**config.mk**
```make
export PLATFORM = sky130hd
export DESIGN_NAME = muldiv_unit_flat
export DESIGN_NICKNAME = d
export VERILOG_FILES = /design/src/rtl/muldiv_unit_if.sv /design/src/rtl/muldiv_unit.sv /design/src/flat_wrapper.sv
export SDC_FILE = /design/constraint.sdc
export NUM_CORES = 1
export LEC_CHECK = 0
export ABC_CLOCK_PERIOD_IN_PS = 7300
export CORE_UTILIZATION = 53
export CTS_CLUSTER_DIAMETER = 100
export DETAILED_ROUTE_END_ITERATION = 16
export MAX_ROUTING_LAYER = met4
export PLACE_DENSITY_LB_ADDON = 0.1
export SLEW_MARGIN = 10
export SYNTH_ARGS = -nofsm -noshare
export SYNTH_HDL_FRONTEND = slang
export SYNTH_SLANG_ARGS = --single-unit
```
**constraint.sdc**
```tcl
create_clock -name clk -period 7.3 [get_ports clk]
set_input_delay 1.095 -clock clk [delete_from_list [all_inputs] [get_ports clk]]
set_output_delay 1.095 -clock clk [all_outputs]
set_load 0.05 [all_outputs]
```
**src/rtl/muldiv_unit_if.sv**
```systemverilog
// Request/response bundle between the register-file read path and the HI/LO multiply/divide unit.
interface muldiv_unit_if #(
    parameter int unsigned WIDTH = 32
);
    logic             start;
    logic [1:0]       op;
    logic [WIDTH-1:0] op_a;
    logic [WIDTH-1:0] op_b;
    logic             wr_hi;
    logic             wr_lo;
    logic [WIDTH-1:0] wr_data;
    logic             busy;
    logic             done;
    logic             div_zero;
    logic [WIDTH-1:0] hi;
    logic [WIDTH-1:0] lo;

    modport master (
        output start, op, op_a, op_b, wr_hi, wr_lo, wr_data,
        input  busy, done, div_zero, hi, lo
    );

    modport slave (
        input  start, op, op_a, op_b, wr_hi, wr_lo, wr_data,
        output busy, done, div_zero, hi, lo
    );
endinterface

```
**src/rtl/muldiv_unit.sv**
```systemverilog
// MIPS MULT/MULTU/DIV/DIVU with HI/LO: shift-add multiplier and restoring divider on one
// magnitude datapath, WIDTH iterations followed by a single sign-fix cycle.
module muldiv_unit #(
    parameter int unsigned WIDTH = 32
) (
    input logic         clk,
    input logic         reset,
    muldiv_unit_if.slave bus
);
    localparam int unsigned CNT_W = $clog2(WIDTH) + 1;

    typedef enum logic [1:0] {IDLE, CALC, FIX} state_t;

    state_t             state;
    logic [CNT_W-1:0]   count;
    logic               is_div;
    logic               neg_lo;
    logic               neg_hi;
    logic               dz;
    logic [WIDTH-1:0]   mag_a;
    logic [WIDTH-1:0]   mag_b;
    logic [WIDTH-1:0]   raw_a;
    logic [2*WIDTH-1:0] acc;

    logic               a_neg_c;
    logic               b_neg_c;
    logic [WIDTH-1:0]   abs_a_c;
    logic [WIDTH-1:0]   abs_b_c;
    logic [WIDTH:0]     sum_c;
    logic [WIDTH:0]     rem_shift_c;
    logic               rem_ge_c;
    logic [WIDTH-1:0]   rem_diff_c;
    logic [2*WIDTH-1:0] prod_c;
    logic [WIDTH-1:0]   quo_c;
    logic [WIDTH-1:0]   rem_c;

    // Operand magnitudes, one multiply/divide step, and final sign correction.
    always_comb begin
        a_neg_c     = ~bus.op[0] & bus.op_a[WIDTH-1];
        b_neg_c     = ~bus.op[0] & bus.op_b[WIDTH-1];
        abs_a_c     = a_neg_c ? -bus.op_a : bus.op_a;
        abs_b_c     = b_neg_c ? -bus.op_b : bus.op_b;
        sum_c       = {1'b0, acc[2*WIDTH-1:WIDTH]} + {1'b0, mag_a};
        rem_shift_c = {acc[2*WIDTH-1:WIDTH], mag_a[WIDTH-1]};
        rem_ge_c    = rem_shift_c >= {1'b0, mag_b};
        // Only used when rem_shift >= divisor, where the true difference fits in WIDTH bits.
        rem_diff_c  = rem_shift_c[WIDTH-1:0] - mag_b;
        prod_c      = neg_lo ? -acc : acc;
        quo_c       = neg_lo ? -acc[WIDTH-1:0] : acc[WIDTH-1:0];
        rem_c       = neg_hi ? -acc[2*WIDTH-1:WIDTH] : acc[2*WIDTH-1:WIDTH];
    end

    always_ff @(posedge clk or posedge reset) begin
        if (reset) begin
            state        <= IDLE;
            count        <= '0;
            is_div       <= 1'b0;
            neg_lo       <= 1'b0;
            neg_hi       <= 1'b0;
            dz           <= 1'b0;
            mag_a        <= '0;
            mag_b        <= '0;
            raw_a        <= '0;
            acc          <= '0;
            bus.busy     <= 1'b0;
            bus.done     <= 1'b0;
            bus.div_zero <= 1'b0;
            bus.hi       <= '0;
            bus.lo       <= '0;
        end else begin
            bus.done     <= 1'b0;
            bus.div_zero <= 1'b0;
            case (state)
                IDLE: begin
                    if (bus.wr_hi) bus.hi <= bus.wr_data;
                    if (bus.wr_lo) bus.lo <= bus.wr_data;
                    if (bus.start) begin
                        is_div   <= bus.op[1];
                        mag_a    <= abs_a_c;
                        mag_b    <= abs_b_c;
                        raw_a    <= bus.op_a;
                        neg_lo   <= a_neg_c ^ b_neg_c;
                        neg_hi   <= a_neg_c;
                        dz       <= bus.op[1] & (bus.op_b == '0);
                        acc      <= '0;
                        count    <= '0;
                        bus.busy <= 1'b1;
                        state    <= CALC;
                    end
                end
                CALC: begin
                    if (is_div) begin
                        // Remainder in acc upper half, quotient bits shift into the lower half.
                        acc   <= {rem_ge_c ? rem_diff_c : rem_shift_c[WIDTH-1:0],
                                  acc[WIDTH-2:0], rem_ge_c};
                        mag_a <= {mag_a[WIDTH-2:0], 1'b0};
                    end else begin
                        acc   <= mag_b[0] ? {sum_c, acc[WIDTH-1:1]} : {1'b0, acc[2*WIDTH-1:1]};
                        mag_b <= mag_b >> 1;
                    end
                    count <= count + CNT_W'(1);
                    if (count == CNT_W'(WIDTH - 1)) state <= FIX;
                end
                FIX: begin
                    bus.busy <= 1'b0;
                    bus.done <= 1'b1;
                    state    <= IDLE;
                    if (dz) begin
                        bus.hi       <= raw_a;
                        bus.lo       <= '1;
                        bus.div_zero <= 1'b1;
                    end else if (is_div) begin
                        bus.hi <= rem_c;
                        bus.lo <= quo_c;
                    end else begin
                        {bus.hi, bus.lo} <= prod_c;
                    end
                end
                default: state <= IDLE;
            endcase
        end
    end
endmodule

```
**src/flat_wrapper.sv**
```systemverilog
// flat-port wrapper written by rule: the top's interface ports become plain ports
module muldiv_unit_flat 
#(
    parameter int unsigned WIDTH = 32
)
  (clk, reset, bus_start, bus_op, bus_op_a, bus_op_b, bus_wr_hi, bus_wr_lo, bus_wr_data, bus_busy, bus_done, bus_div_zero, bus_hi, bus_lo);
  muldiv_unit_if #(.WIDTH(WIDTH)) bus_i ();
  input logic clk;
  input logic reset;
  input wire logic [$bits(bus_i.start)-1:0] bus_start;
  input wire logic [$bits(bus_i.op)-1:0] bus_op;
  input wire logic [$bits(bus_i.op_a)-1:0] bus_op_a;
  input wire logic [$bits(bus_i.op_b)-1:0] bus_op_b;
  input wire logic [$bits(bus_i.wr_hi)-1:0] bus_wr_hi;
  input wire logic [$bits(bus_i.wr_lo)-1:0] bus_wr_lo;
  input wire logic [$bits(bus_i.wr_data)-1:0] bus_wr_data;
  output wire logic [$bits(bus_i.busy)-1:0] bus_busy;
  output wire logic [$bits(bus_i.done)-1:0] bus_done;
  output wire logic [$bits(bus_i.div_zero)-1:0] bus_div_zero;
  output wire logic [$bits(bus_i.hi)-1:0] bus_hi;
  output wire logic [$bits(bus_i.lo)-1:0] bus_lo;
  assign bus_i.start = bus_start;
  assign bus_i.op = bus_op;
  assign bus_i.op_a = bus_op_a;
  assign bus_i.op_b = bus_op_b;
  assign bus_i.wr_hi = bus_wr_hi;
  assign bus_i.wr_lo = bus_wr_lo;
  assign bus_i.wr_data = bus_wr_data;
  assign bus_busy = bus_i.busy;
  assign bus_done = bus_i.done;
  assign bus_div_zero = bus_i.div_zero;
  assign bus_hi = bus_i.hi;
  assign bus_lo = bus_i.lo;
  muldiv_unit #(.WIDTH(WIDTH)) u_core (.clk(clk), .reset(reset), .bus(bus_i));
endmodule
```
======== Yosys cells after proc, flatten, opt, wreduce, memory -nomap -nowiden ========
Index checks and enable logic that the tools add are counted.
Widths: inputs -> output; s select.
word-level totals
  bits in registers ....................... 239
  input port bits ......................... 103
  output and inout bits ................... 67
  word-level logic and storage cells ...... 84
cells by class
  add/subtract/negate cells ............... 8
  $lt $le $gt $ge ......................... 1
  equal/unequal tests ..................... 9
  muxes and demuxes ....................... 34
  bitwise gates (word level) .............. 5
  reduce and logical (&&, ||, !) cells .... 12
operators with widths
  kind                 count
  $mux 32              15
  $mux 64              4
  $pmux 32 s2          4
  $neg 32->32          4
  $pmux 64 s2          1
  $neg 64->64          1
  $add 32x32->33       1
  $ge 33x32->1         1
  $logic_not 32->1     1
  $sub 32x32->32       1
  $pmux 6 s2           1
  $reduce_and 2->1     6
  $ne 2x2->1 const B   4
  $add 6x1->6 const B  1
  $eq 6x5->1 const B   1
  $mux 6               1
  $reduce_and 3->1     2
  $mux 1               4
  $mux 2               2
  $ne 2x1->1 const B   2
  $pmux 2 s2           1
  $reduce_bool 2->1    2
  $and 1x1->1          3
  $eq 2x1->1 const B   1
  5 further kinds      5

======== Longest topological paths before layout ========
  depth in word-level cells ............... 5
  depth in mapped cells ................... 14
  depth with buffers taken out ............ 12

======== Worst setup path after synthesis ========
No wires, ideal clock.
  kind .................................... in2reg
  start point ............................. input port bus_op_a[12]
  end point ............................... register u_core.mag_a[21]
  setup time .............................. 0.134 ns
  arrival time ............................ 3.270 ns
  required time ........................... 7.166 ns
  path slack .............................. 3.896 ns
  stages .................................. 9
  buffers on the path ..................... 0
  path through ............................ or4_4 or3_4 or4_4 or2_2 o41ai_2 xor2_1 nor2_1 a21oi_1 o21ai_0
on the way
  cells in the longest elaborated chain, start to end .. 4
ends and longest elaborated chain
  what                    RTL line            RTL
  start: declaration      flat_wrapper.sv:12  input wire logic [$bits(bus_i.op_a)-1:0] bus_op_a;
  $neg 32->32             muldiv_unit.sv:41   abs_a_c = a_neg_c ? -bus.op_a : bus.op_a;
  $mux 32                 muldiv_unit.sv:41
  $mux 32                 muldiv_unit.sv:77   if (bus.start) begin
  $pmux 32 s2             muldiv_unit.sv:73   case (state)
  end signal: assignment  muldiv_unit.sv:79   mag_a <= abs_a_c;
  end signal: assignment  muldiv_unit.sv:96   mag_a <= {mag_a[WIDTH-2:0], 1'b0};
  end: declaration        muldiv_unit.sv:20   logic [WIDTH-1:0] mag_a;
Every way passes these cells. The select of a mux whose other input is x is not followed.
A chain may end at the register's enable or synchronous reset.

======== Final worst setup path ========
  start point ............................. register u_core.acc[43]
  end point ............................... register u_core.acc[48]
on the way
  cells in the longest elaborated chain, start to end .. 4
  elaborated cells on any way between the ends .. 7
  those cells by class .................... add/sub: 2; order compare: 1; mux: 4
ends and longest elaborated chain
  what                                          RTL line                              RTL
  start: declaration                            muldiv_unit.sv:23                     logic [2*WIDTH-1:0] acc;
  start signal: assignment                      muldiv_unit.sv:94                     acc <= {rem_ge_c ? rem_diff_c : rem_shift_c[WIDTH-1:0],
  start signal: assignment                      muldiv_unit.sv:98                     acc <= mag_b[0] ? {sum_c, acc[WIDTH-1:1]} : {1'b0, acc[2*WIDTH-1:1]};
  $add 32x32->33, or another cell as far along  muldiv_unit.sv:43                     sum_c = {1'b0, acc[2*WIDTH-1:WIDTH]} + {1'b0, mag_a};
  $mux 64 / $mux 32 (equally long branches)     muldiv_unit.sv:98, muldiv_unit.sv:94
  $mux 64 (*)                                   muldiv_unit.sv:92                     if (is_div) begin
  $pmux 64 s2 (*)                               muldiv_unit.sv:73
Mark *: on every way between the ends. The rest lies on a longest branch, timed or not.

==> summary.md <==
| Metric | Value |
|---|---|
| Die extent in x | approximately 180 um |
| Detailed Routing Iterations Pass 1 | 8 |
| Number of standard-cell rows in the floorplan | 66 |
| Buffers on Ports | approximately 170 |
| Area Overhead vs Synth | 16.6% |
| H-tree Lvls | 1 |
| Nets | ~2400 |
| Highest clock frequency the design can meet | roughly 0.24 GHz |
| Via count of the first global-routing pass | between 15000 and 20000 |
| Gpl congestion | 0.981 |
| Internal reg-to-reg setup slack | ~3.2 ns |
| Hold Crit Depth | 2 |
| Sinks on the clock net | about 240 |
| Mapped Nets | around 2400 |
| Via count | between 15000 and 20000 |
| Busiest layer in global routing | met2 |
| Transition time at the pin with the least slew margin | around 1.1 ns |
| Met3 Use GR | 0.0409 |
| Total Die Area | about 0.034 mm^2 |
| Starting Density | 0.537 |
| Min Clock Period, post-route | roughly 4.1 ns |
| Global-route track usage on met2 | 0.592 |
| Total GRT Usage | 0.368 |
| Setup TNS | 0 ns |
| Number of cells traversed by the worst register-to-register path | 10 |
| Wire length of the first global-routing pass | roughly 93000 um |
| Average wire per cell in the routed design | about 22 um |
| Most prevalent standard cell on the critical path | a21oi_1 |
| Post-route standard cell area excluding fillers | ~0.02 mm^2 |
| CTS buffer count | 28 |
| Capture point of the worst reg-to-reg path | u_core.acc[48] |
| Worst hold slack | between 0.4 and 0.5 ns |
| Number of max-slew violations in the final report | 0 |
| Maximum VDD drop | 359 uV |
| Share of async-settable or async-resettable flops after synthesis | 1.00 |
| Gr ovfl total | 0 |
| Crit path capture type | flop |
| Data required time at the worst endpoint | between 7 and 8 ns |
| Post-Synthesis Cell Area | between 0.015 and 0.02 mm^2 |
| Post-Route Skew | 0.0226 ns |
| Unrepaired setup endpoints after global routing | no |
| Max stage delay cell, worst path | a21o_1 |
| Clock transition at path regs | approximately 0.06 ns |
| Initial detailed-routing violation count | ~1700 |
| Number of enable flip-flop cells after synthesis | 0 |
| Core box area | approximately 0.032 mm^2 |
| Instance count of the mapped netlist | roughly 2200 |
| Longest individual stage delay on the worst path | 0.92 ns |
| Commonest cells after routing, fill and taps aside | nand2_1 (290), o21ai_0 (251), dfrtp_1 (238) |
| Startpoint kind of the worst setup timing path | flop |
| Sequential fraction of the synthesis area | 0.343 |
| DP Cell Count | 2668 |
| Leading cell type in the layout, fill and taps excluded | nand2_1 |
| I/O pin cnt | 170 |
| Global routing usage on met1 | 0.468 |
| Non-Filler Instances | 2720 |
| DP Wirelength | roughly 45000 um |
| Final setup fails | 0 |
| Post-CTS Repair Setup Buffers | 0 |
| Post-Synthesis Mean Instance Area | approximately 8.0 um^2 |
| Number of different library cells in the post-synthesis netlist | 75 |
| Cell chain of the critical path | ha_1, a41o_1, a21oi_1, o211ai_1, a31o_2, a21oi_1, a21o_1, nor2_1, a2111oi_0, nor3_1 |
| Number of max-capacitance violations reported | 0 |
| Antenna violations before repair | 0 |
| Number of antenna-violating nets in the routed design | 0 |
| Hold path endpoint | u_core.raw_a[30] |
| CTS Hold Buffers Added | 0 |
| Synth Warn # | 0 |
| Number of flip-flops and latches in the synthesized netlist | between 200 and 250 |
| Startpoint of the lowest-slack register-to-register path | u_core.acc[43] |
| Power, Total | 0.0112 W |
| Pwr Density | ~550 mW/mm^2 |
| Antenna Cells | 0 |
| Clk root buf | clkbuf_16 |
| Via density per instance | between 6 and 7 |
| Clock tree from TritonCTS | done |
| Vertical extent of the die | between 150 and 200 um |
| Leakage Power | 8.48 nW |
| Highest net fanout along the worst path | 35 |
| Start-to-end type of the worst setup path | reg -> reg |
| Data arrival time at the worst-slack endpoint | between 4 and 5 ns |
| Final Cycle Share | 0.564 |
| Maximum number of pins on one net before global-route repair | ~160 |
| Result of the run | completed |
| Worst hold start | u_core.raw_a[30] |
| Fraction of layout cells with a size suffix above 1 | 0.0465 |
| Placed cell areas | approximately 0.019 mm^2 |
| Post-cts resize count | 0 |
| Path class of the lowest-slack min-delay path | reg -> reg |
| Wire length reported by the detailed router | about 61000 um |
| Final hold violations | 0 |
| Later-pin clock latency in the skew report | slightly below 0.6 ns |
| Post-detailed-route DRC marker count | 0 |
| Leading register cell type out of synthesis | dfrtp_1 |
| Clk buf depth | 3 |
| Max-slew headroom | 0.254 |
-- registers in the layout, summed over array words and instances (netlist names) --
register / flops
u_core.neg_hi: 1
u_core.mag_b: 32
u_core.is_div: 1
u_core.mag_a: 32
u_core.state: 2
u_core.bus.div_zero: 1
u_core.raw_a: 32
u_core.count: 6
u_core.bus.busy: 1
u_core.acc: 64
u_core.bus.lo: 32
u_core.dz: 1
u_core.bus.done: 1
u_core.neg_lo: 1
u_core.bus.hi: 32
-- where the power goes --
part / internal (W) / total (W) / switching (W)
logic: 0.00265 / 0.00698 / 0.00432
clock network: 0.000879 / 0.00148 / 0.000605
registers: 0.00192 / 0.00275 / 0.000833
-- synth_stat cells (7+ instances only) --
cell type	n	area, um^2
o21ai_0	251	1260
o21a_1	11	82.6
mux2i_1	48	480
a22oi_1	8	60.1
a222oi_1	22	220
and3_1	13	81.3
o221ai_1	11	96.3
o31ai_1	26	195
ha_1	69	863
dfrtp_1	239	5980
nand3_1	77	385
a31oi_1	21	131
xor2_1	48	420
nor3_1	41	205
nand2_1	291	1090
xnor2_1	115	1010
buf_1	8	30.0
a21oi_1	190	951
or4_1	9	67.6
clkbuf_1	132	495
o41ai_1	9	78.8
a211oi_1	27	203
and2_1	10	62.6
inv_1	66	248
nand2b_1	17	106
o211ai_1	14	105
nand4_1	17	106
a21boi_0	7	52.6
o21bai_1	8	60.1
or3_1	20	125
a21o_1	33	248
nor2_1	158	593
o22ai_1	39	244
nor4_1	17	106
nor2b_1	13	81.3
-- per-layer routing --
metal / wire length, um / vias up
met4: 2850 / 0
met3: 3920 / 152
met5: 0 / -
met2: 28500 / 737
li1: - / 8028
met1: 25400 / 8307
-- area by class of cell --
class / instances / area [um^2]
fill: 2860 / 12100
multi-input combinational: 1727 / 10600
sequential: 239 / 5980
timing repair buffer: 194 / 1900
clock buffer: 35 / 757
tap: 442 / 553
inverter: 67 / 255
clock inverter: 16 / 214
-- stage by stage --
stage	setup WS, ns	util
after global placement	3.24	0.595
final	3.18	0.626
after floorplan	3.07	-
after CTS	3.29	0.625
after detailed placement	3.17	0.595
after global routing	2.92	0.626
-- how the worst max path moves through the flow --
stage	slack, ns	depth (start not counted)	to	startpoint
5_1_grt	2.92	10	u_core.acc[48]	u_core.acc[43]
3_3_place_gp	3.24	10	u_core.mag_a[21]	bus_op_a[12]
6_report	3.18	10	u_core.acc[48]	u_core.acc[43]
4_1_cts	3.29	10	u_core.acc[48]	u_core.acc[35]
2_1_floorplan	3.07	1	u_core.acc[0]	reset
3_5_place_dp	3.17	10	u_core.mag_a[21]	bus_op_a[12]
-- critical path, delay by kind of cell, from the launching register on --
| family | cells | cell delay, ns |
|---|---|---|
| and+or+nand+nor | 2 | 0.21 |
| DFF | 1 | 0.69 |
| adders and majority gates | 1 | 0.39 |
| AOI/OAI and AO/OA | 7 | 2.70 |
-- cell families after synthesis --
kind of cell / after synthesis / synth area share
AOI/OAI and AO/OA: 722 / 0.254
xor gates and xnor gates: 163 / 0.0820
adders and majority gates: 71 / 0.0519
buffers and inverters: 214 / 0.0478
DFF: 239 / 0.343
muxes: 50 / 0.0289
and+or+nand+nor: 721 / 0.192
Note: power is estimated with default switching activity, not from simulation.
